## src/rtl/rx_uart.sv

```systemverilog
// Oversampling 8N1 serial receiver with a small read FIFO and sticky error flags.
// Define RX_UART_PARITY_EN to receive 8E1 frames and report parity errors in status[4].
module rx_uart #(
   parameter int FIFO_DEPTH      = 4,
   parameter int DEFAULT_DIVISOR = 16
) (
   input  logic       clk,
   input  logic       rst,
   input  logic       rx_line,
   input  logic [7:0] config_data,
   input  logic       config_enable,
   input  logic       read_enable,
   input  logic       clear_errors,
   output logic [7:0] rx_data,
   output logic [7:0] status
);

   localparam int AW = $clog2(FIFO_DEPTH);

`ifdef RX_UART_PARITY_EN
   typedef enum logic [2:0] {ARM, IDLE, START, DATA, PARITY, STOP} state_t;
`else
   typedef enum logic [2:0] {ARM, IDLE, START, DATA, STOP} state_t;
`endif

   state_t        state, state_n;
   logic [1:0]    sync;
   logic          rx_s;
   logic [7:0]    div_q, eff_div, nper, cnt, shreg;
   logic [2:0]    bit_idx;
   logic          tick;
   logic          load_half, load_full, shift_en, push, set_fe, set_pe, par_cap;
   logic          parity_bad, parity_err, frame_err, overrun;
   logic [7:0]    mem [FIFO_DEPTH];
   logic [AW:0]   wr_ptr, rd_ptr;
   logic          empty, full, pop_ok, push_ok;

   assign rx_s    = sync[1];
   assign eff_div = (div_q < 8'd2) ? 8'd2 : div_q;
   assign tick    = (cnt == 8'd1);

   always_ff @(posedge clk or posedge rst) begin
      if (rst) begin
         sync  <= 2'b11;
         div_q <= 8'(DEFAULT_DIVISOR);
      end else begin
         sync <= {sync[0], rx_line};
         if (config_enable) div_q <= config_data;
      end
   end

`ifdef RX_UART_PARITY_EN
   logic par_bit, parity_err_q;
   assign parity_bad = ^{shreg, par_bit};
   assign parity_err = parity_err_q;
   always_ff @(posedge clk or posedge rst) begin
      if (rst) begin
         par_bit      <= 1'b0;
         parity_err_q <= 1'b0;
      end else begin
         if (par_cap) par_bit <= rx_s;
         parity_err_q <= set_pe | (parity_err_q & ~clear_errors);
      end
   end
`else
   assign parity_bad = 1'b0;
   assign parity_err = 1'b0;
`endif

   always_ff @(posedge clk or posedge rst) begin
      if (rst) state <= ARM;
      else     state <= state_n;
   end

   always_comb begin
      state_n   = state;
      load_half = 1'b0;
      load_full = 1'b0;
      shift_en  = 1'b0;
      push      = 1'b0;
      set_fe    = 1'b0;
      set_pe    = 1'b0;
      par_cap   = 1'b0;
      case (state)
         ARM:   if (rx_s) state_n = IDLE;
         IDLE:  if (!rx_s) begin
                   load_half = 1'b1;
                   state_n   = START;
                end
         START: if (tick) begin
                   if (!rx_s) begin
                      load_full = 1'b1;
                      state_n   = DATA;
                   end else begin
                      state_n = IDLE;
                   end
                end
         DATA:  if (tick) begin
                   shift_en  = 1'b1;
                   load_full = 1'b1;
`ifdef RX_UART_PARITY_EN
                   if (bit_idx == 3'd7) state_n = PARITY;
`else
                   if (bit_idx == 3'd7) state_n = STOP;
`endif
                end
`ifdef RX_UART_PARITY_EN
         PARITY: if (tick) begin
                   par_cap   = 1'b1;
                   load_full = 1'b1;
                   state_n   = STOP;
                end
`endif
         STOP:  if (tick) begin
                   // A low stop bit may be a break; re-arm so the held line is not read as bytes
                   if (!rx_s) begin
                      set_fe  = 1'b1;
                      state_n = ARM;
                   end else if (parity_bad) begin
                      set_pe  = 1'b1;
                      state_n = IDLE;
                   end else begin
                      push    = 1'b1;
                      state_n = IDLE;
                   end
                end
         default: state_n = ARM;
      endcase
   end

   // Bit period is latched at start detect so divisor writes only affect later frames
   always_ff @(posedge clk or posedge rst) begin
      if (rst) begin
         nper    <= 8'd2;
         cnt     <= 8'd0;
         shreg   <= 8'd0;
         bit_idx <= 3'd0;
      end else begin
         if (load_half) begin
            nper    <= eff_div;
            cnt     <= {1'b0, eff_div[7:1]};
            bit_idx <= 3'd0;
         end else if (load_full) begin
            cnt <= nper;
         end else if (cnt != 8'd0) begin
            cnt <= cnt - 8'd1;
         end
         if (shift_en) begin
            shreg   <= {rx_s, shreg[7:1]};
            bit_idx <= bit_idx + 3'd1;
         end
      end
   end

   assign empty   = (wr_ptr == rd_ptr);
   assign full    = (wr_ptr[AW] != rd_ptr[AW]) && (wr_ptr[AW-1:0] == rd_ptr[AW-1:0]);
   assign pop_ok  = read_enable && !empty;
   assign push_ok = push && (!full || pop_ok);

   always_ff @(posedge clk or posedge rst) begin
      if (rst) begin
         wr_ptr    <= '0;
         rd_ptr    <= '0;
         frame_err <= 1'b0;
         overrun   <= 1'b0;
      end else begin
         if (push_ok) wr_ptr <= wr_ptr + 1'b1;
         if (pop_ok)  rd_ptr <= rd_ptr + 1'b1;
         frame_err <= set_fe | (frame_err & ~clear_errors);
         overrun   <= (push & ~push_ok) | (overrun & ~clear_errors);
      end
   end

   always_ff @(posedge clk) begin
      if (push_ok) mem[wr_ptr[AW-1:0]] <= shreg;
   end

   assign rx_data = empty ? 8'h00 : mem[rd_ptr[AW-1:0]];
   assign status  = {3'b000, parity_err, frame_err, overrun, full, !empty};

endmodule

```

## config.mk

```make
export PLATFORM = sky130hd
export DESIGN_NAME = rx_uart
export DESIGN_NICKNAME = d
export VERILOG_FILES = /design/src/rtl/rx_uart.sv
export SDC_FILE = /design/constraint.sdc
export NUM_CORES = 1
export LEC_CHECK = 0
export CAP_MARGIN = 20
export CELL_PAD_IN_SITES_DETAIL_PLACEMENT = 2
export CELL_PAD_IN_SITES_GLOBAL_PLACEMENT = 2
export CORE_MARGIN = 4
export CORE_UTILIZATION = 43
export DETAILED_ROUTE_END_ITERATION = 16
export PLACE_DENSITY = 0.86
export SKIP_CTS_REPAIR_TIMING = 1
export SLEW_MARGIN = 20
export SYNTH_ARGS = -nofsm -noshare
export SYNTH_HDL_FRONTEND = slang
export SYNTH_SLANG_ARGS = --single-unit
```

## constraint.sdc

```tcl
create_clock -name clk -period 6.2 [get_ports clk]
set_input_delay 1.24 -clock clk [delete_from_list [all_inputs] [get_ports clk]]
set_output_delay 1.24 -clock clk [all_outputs]
set_load 0.01 [all_outputs]
```

==> metrics list <==
- Class of the worst hold path: reg2reg
* I/O pin count: 30
* Number of warning messages in the yosys log: 0
- Area growth, synth to finish: 14.21%
* Overall Global Routing Usage: roughly 18%
- In the routed design, unresolved DRC markers number 0.
- Clock tree synthesis selected as its root buffer the cell sky130_fd_sc_hd__clkbuf_8.
* Worst-case headroom to the max-slew limit: about two fifths
- After clock tree synthesis, the clock-pin slew on the worst setup and hold paths is around 90 ps.
- At the end of the flow the core is filled with cells to 50.32%.
* Final hold slack: 359.0 ps
- Highest cell delay on the worst timing path: 780 ps
- Portion of the post-synthesis area used by sequential elements: 60.16%
- Slew of the pin with the lowest slew margin: roughly 920 ps
* Data required, critical path: 4960 ps
- Number of synthesized register bits: 80
- Clock period minus worst slack: 3664 ps
- Critical path, cell by cell: xnor2_1, nand3_1, and2_1, clkdlybuf4s50_1
- The synthesized netlist contains 51 unique library cells.
- Max rail drop VDD: 0.1712 mV
- The die is 99.53 um tall.
- The routed design has 8.295 mm of wire.
- In the synthesized netlist the async set-or-reset flop fraction comes to 60.00%.
- In the final design database the tool counted 318 nets.
* Sum of negative setup slack: 0 ps
- CTS tree: yes
- The clock reaches the later pin of the worst-skew pair after 360 ps.
- Via count normalized by instance count: 5.467
- In the final layout, the share of cells above drive strength 1 is around 17%.
* Leading post-synthesis cells by cell area: sky130_fd_sc_hd__dfrtp_1 (31%), sky130_fd_sc_hd__edfxtp_1 (27%), sky130_fd_sc_hd__mux2_2 (5.3%), sky130_fd_sc_hd__mux4_2 (5.0%), sky130_fd_sc_hd__ha_1 (3.1%)
* Number of diodes: 0
- Family with the most delay on the worst path: flip-flops
- STA classifies the critical path endpoint as a primary output.
- The number of failing hold endpoints at the final stage was 0.
* Core Area: 8175 um2
- Cell count after synthesis: about 280
* Power per unit of standard cell area: 386.2 nW/um2
- Summing all flip-flop and latch instances after layout gives roughly 2200 um2.
* Most used standard cells in the synthesized netlist: sky130_fd_sc_hd__dfrtp_1 (44), sky130_fd_sc_hd__edfxtp_1 (32), sky130_fd_sc_hd__nand2_1 (28)
* Max Clock Skew: around 14 ps
- The first detailed-routing pass ran for 4 iterations.
- Placement Rows: 33
- RSZ-0062 raised after global routing: false
* Remaining antenna violation count: 0
- Cell taking the most area after synthesis: sky130_fd_sc_hd__dfrtp_1
- By startpoint and endpoint, the worst setup path is classified as reg2out.
- Port-buffer cells: 25
- After layout, the worst path uses between 50% and 60% of the clock period.
* Pleak: 1.671 nW
- Max clock buf depth: 2
* Buf+Inv Stages, Crit Path: 1
- Num CTS Buffers: 9
- Average size of a mapped cell: 13.10 um2
* Number of synthesized flops with an enable pin: 32
- Final HPWL DP: roughly 6 mm
* Area of the mapped netlist: 3602 um2
- Total power for the finished layout comes to 1.589 mW.
* Status: finished, final reports clean
- Sum of overflow across all layers after global routing: 0
- At the end of routability-driven placement, the weighted congestion stood at slightly above 0.7.
- Routed via count: 2214
- Number of max-cap violations: 0
- From left edge to right edge, the die measures between 90 and 100 um.
* Data arrival time of the critical path: 2420 ps
- On the critical path, the stage with the largest delay is an instance of sky130_fd_sc_hd__dfrtp_1.
* Most repeated cell in the gate-level netlist after synthesis: sky130_fd_sc_hd__dfrtp_1
* First-pass GRT wire length: about 14 mm
- The H-tree was split into 3 levels.
- The clock net in this run drives a total of 80 sinks.
- The multi-input combinational cells in the finished layout cover a total of 1303 um2.
* Largest net degree at the start of global routing: between 40 and 50
- For this block, the initial DRC count from the detailed router was 72.
- Highest Clock Rate: 0.2729 GHz
* Yosys top cell area share: 30.57%
- The most used flip-flop cell after synthesis is sky130_fd_sc_hd__dfrtp_1.
- CP max FO: 11
* Number of pins with negative max-slew slack in the final report: 0
- The via count of the first global-routing pass is 2569.
- Initial standard-cell utilization of the core: approximately 44%
- Filler Cell Count: 791
- The initial antenna violation count came to 0.
* Total Die Area: 9905 um2
- The worst setup path is launched from a register.
* Routed length per placed instance: approximately 20 um
- Setup violations, final: 0
## worst reg2reg max path, delay by kind of cell (launching register included)
kind	cells	cell delay, ps
flip-flops	1	400
buffers and inverters	1	110
AND/OR/NAND/NOR	4	1570
adder cells (fa/ha/maj)	1	190
## routing by layer
layer | wire length (um) | global-route usage (%) | vias to the layer above | share of wire, %
li1 | - | - | 1027 | -
met1 | 3385 | 20.98 | 1132 | 41
met2 | 4446 | 32.49 | 38 | 54
met3 | 246 | 3.857 | 17 | 3.0
met4 | 217 | 8.088 | 0 | 2.6
met5 | 0 | 0 | - | 0
## layout by cell type, fill, tap and decap left out, drive strengths merged, types with 3 or more instances in the layout
master and count:
nor4 3, and2 13, clkinv 6, inv 10
ha 9, clkdlybuf4s50 25, or3 3, mux2 18
nand4 3, mux4 8, dfrtp 44, edfxtp 32
nand2 28, xnor2 8, nor3b 3, conb 4
nor2 10, nand3 7, o31ai 4, and3 4
o22ai 3, o21ai 12, clkbuf 9, or4 3
dfstp 4
## flip-flops by register name, indices dropped and copies added (netlist names)
name / count
sync: 2
rd_ptr: 3
mem: 32
cnt: 8
frame_err: 1
bit_idx: 3
nper: 8
div_q: 8
overrun: 1
wr_ptr: 3
state: 3
shreg: 8
## where the power goes
part / switching, mW / total (mW) / internal, mW
logic: 0.186 / 0.408 / 0.221
clock network: 0.198 / 0.425 / 0.227
registers: 0.121 / 0.756 / 0.635
## cells by family after synthesis
group,count (synthesis),share of synthesized area (%)
muxes,28,11.18
DFF,80,60.16
other,1,0.1041
and+or+nand+nor,87,13.58
buffers and inverters,30,3.994
xor gates and xnor gates,9,2.188
AOI/OAI and AO/OA,31,5.662
adders and majority gates,9,3.126
## worst paths after layout
| kind | start | to | slack, ps | cells after the start |
|---|---|---|---|---|
| setup / recovery | rd_ptr[0] | rx_data[2] | 2540 | 4 |
| hold / removal | sync[0] | sync[1] | 360 | 0 |
| setup reg to reg | cnt[1] | mem[2][1] | 3570 | 6 |
| hold reg to reg | sync[0] | sync[1] | 360 | 0 |
| max in group asynchronous | rst | shreg[2] | 4310 | 2 |
| min in group asynchronous | rst | rd_ptr[0] | 1350 | 2 |
## final cells by class
cell class / count / area share [%]
clock buffer: 9 / 3.011
clock inverter: 7 / 2.342
inverter: 11 / 1.034
multi-input combinational: 168 / 31.66
sequential: 80 / 52.68
tap: 105 / 3.193
timing repair buffer: 25 / 6.083
## stage by stage
step / std cells / setup slack (ps) / instance area, um2
after floorplan: 278 / 3633 / 3613
after global placement: 389 / 2967 / 3892
after detailed placement: 389 / 2869 / 3892
after CTS: 405 / 2460 / 4113
after global routing: 405 / 2265 / 4114
final: 405 / 2536 / 4114
Power figures use the tool's default switching activity.
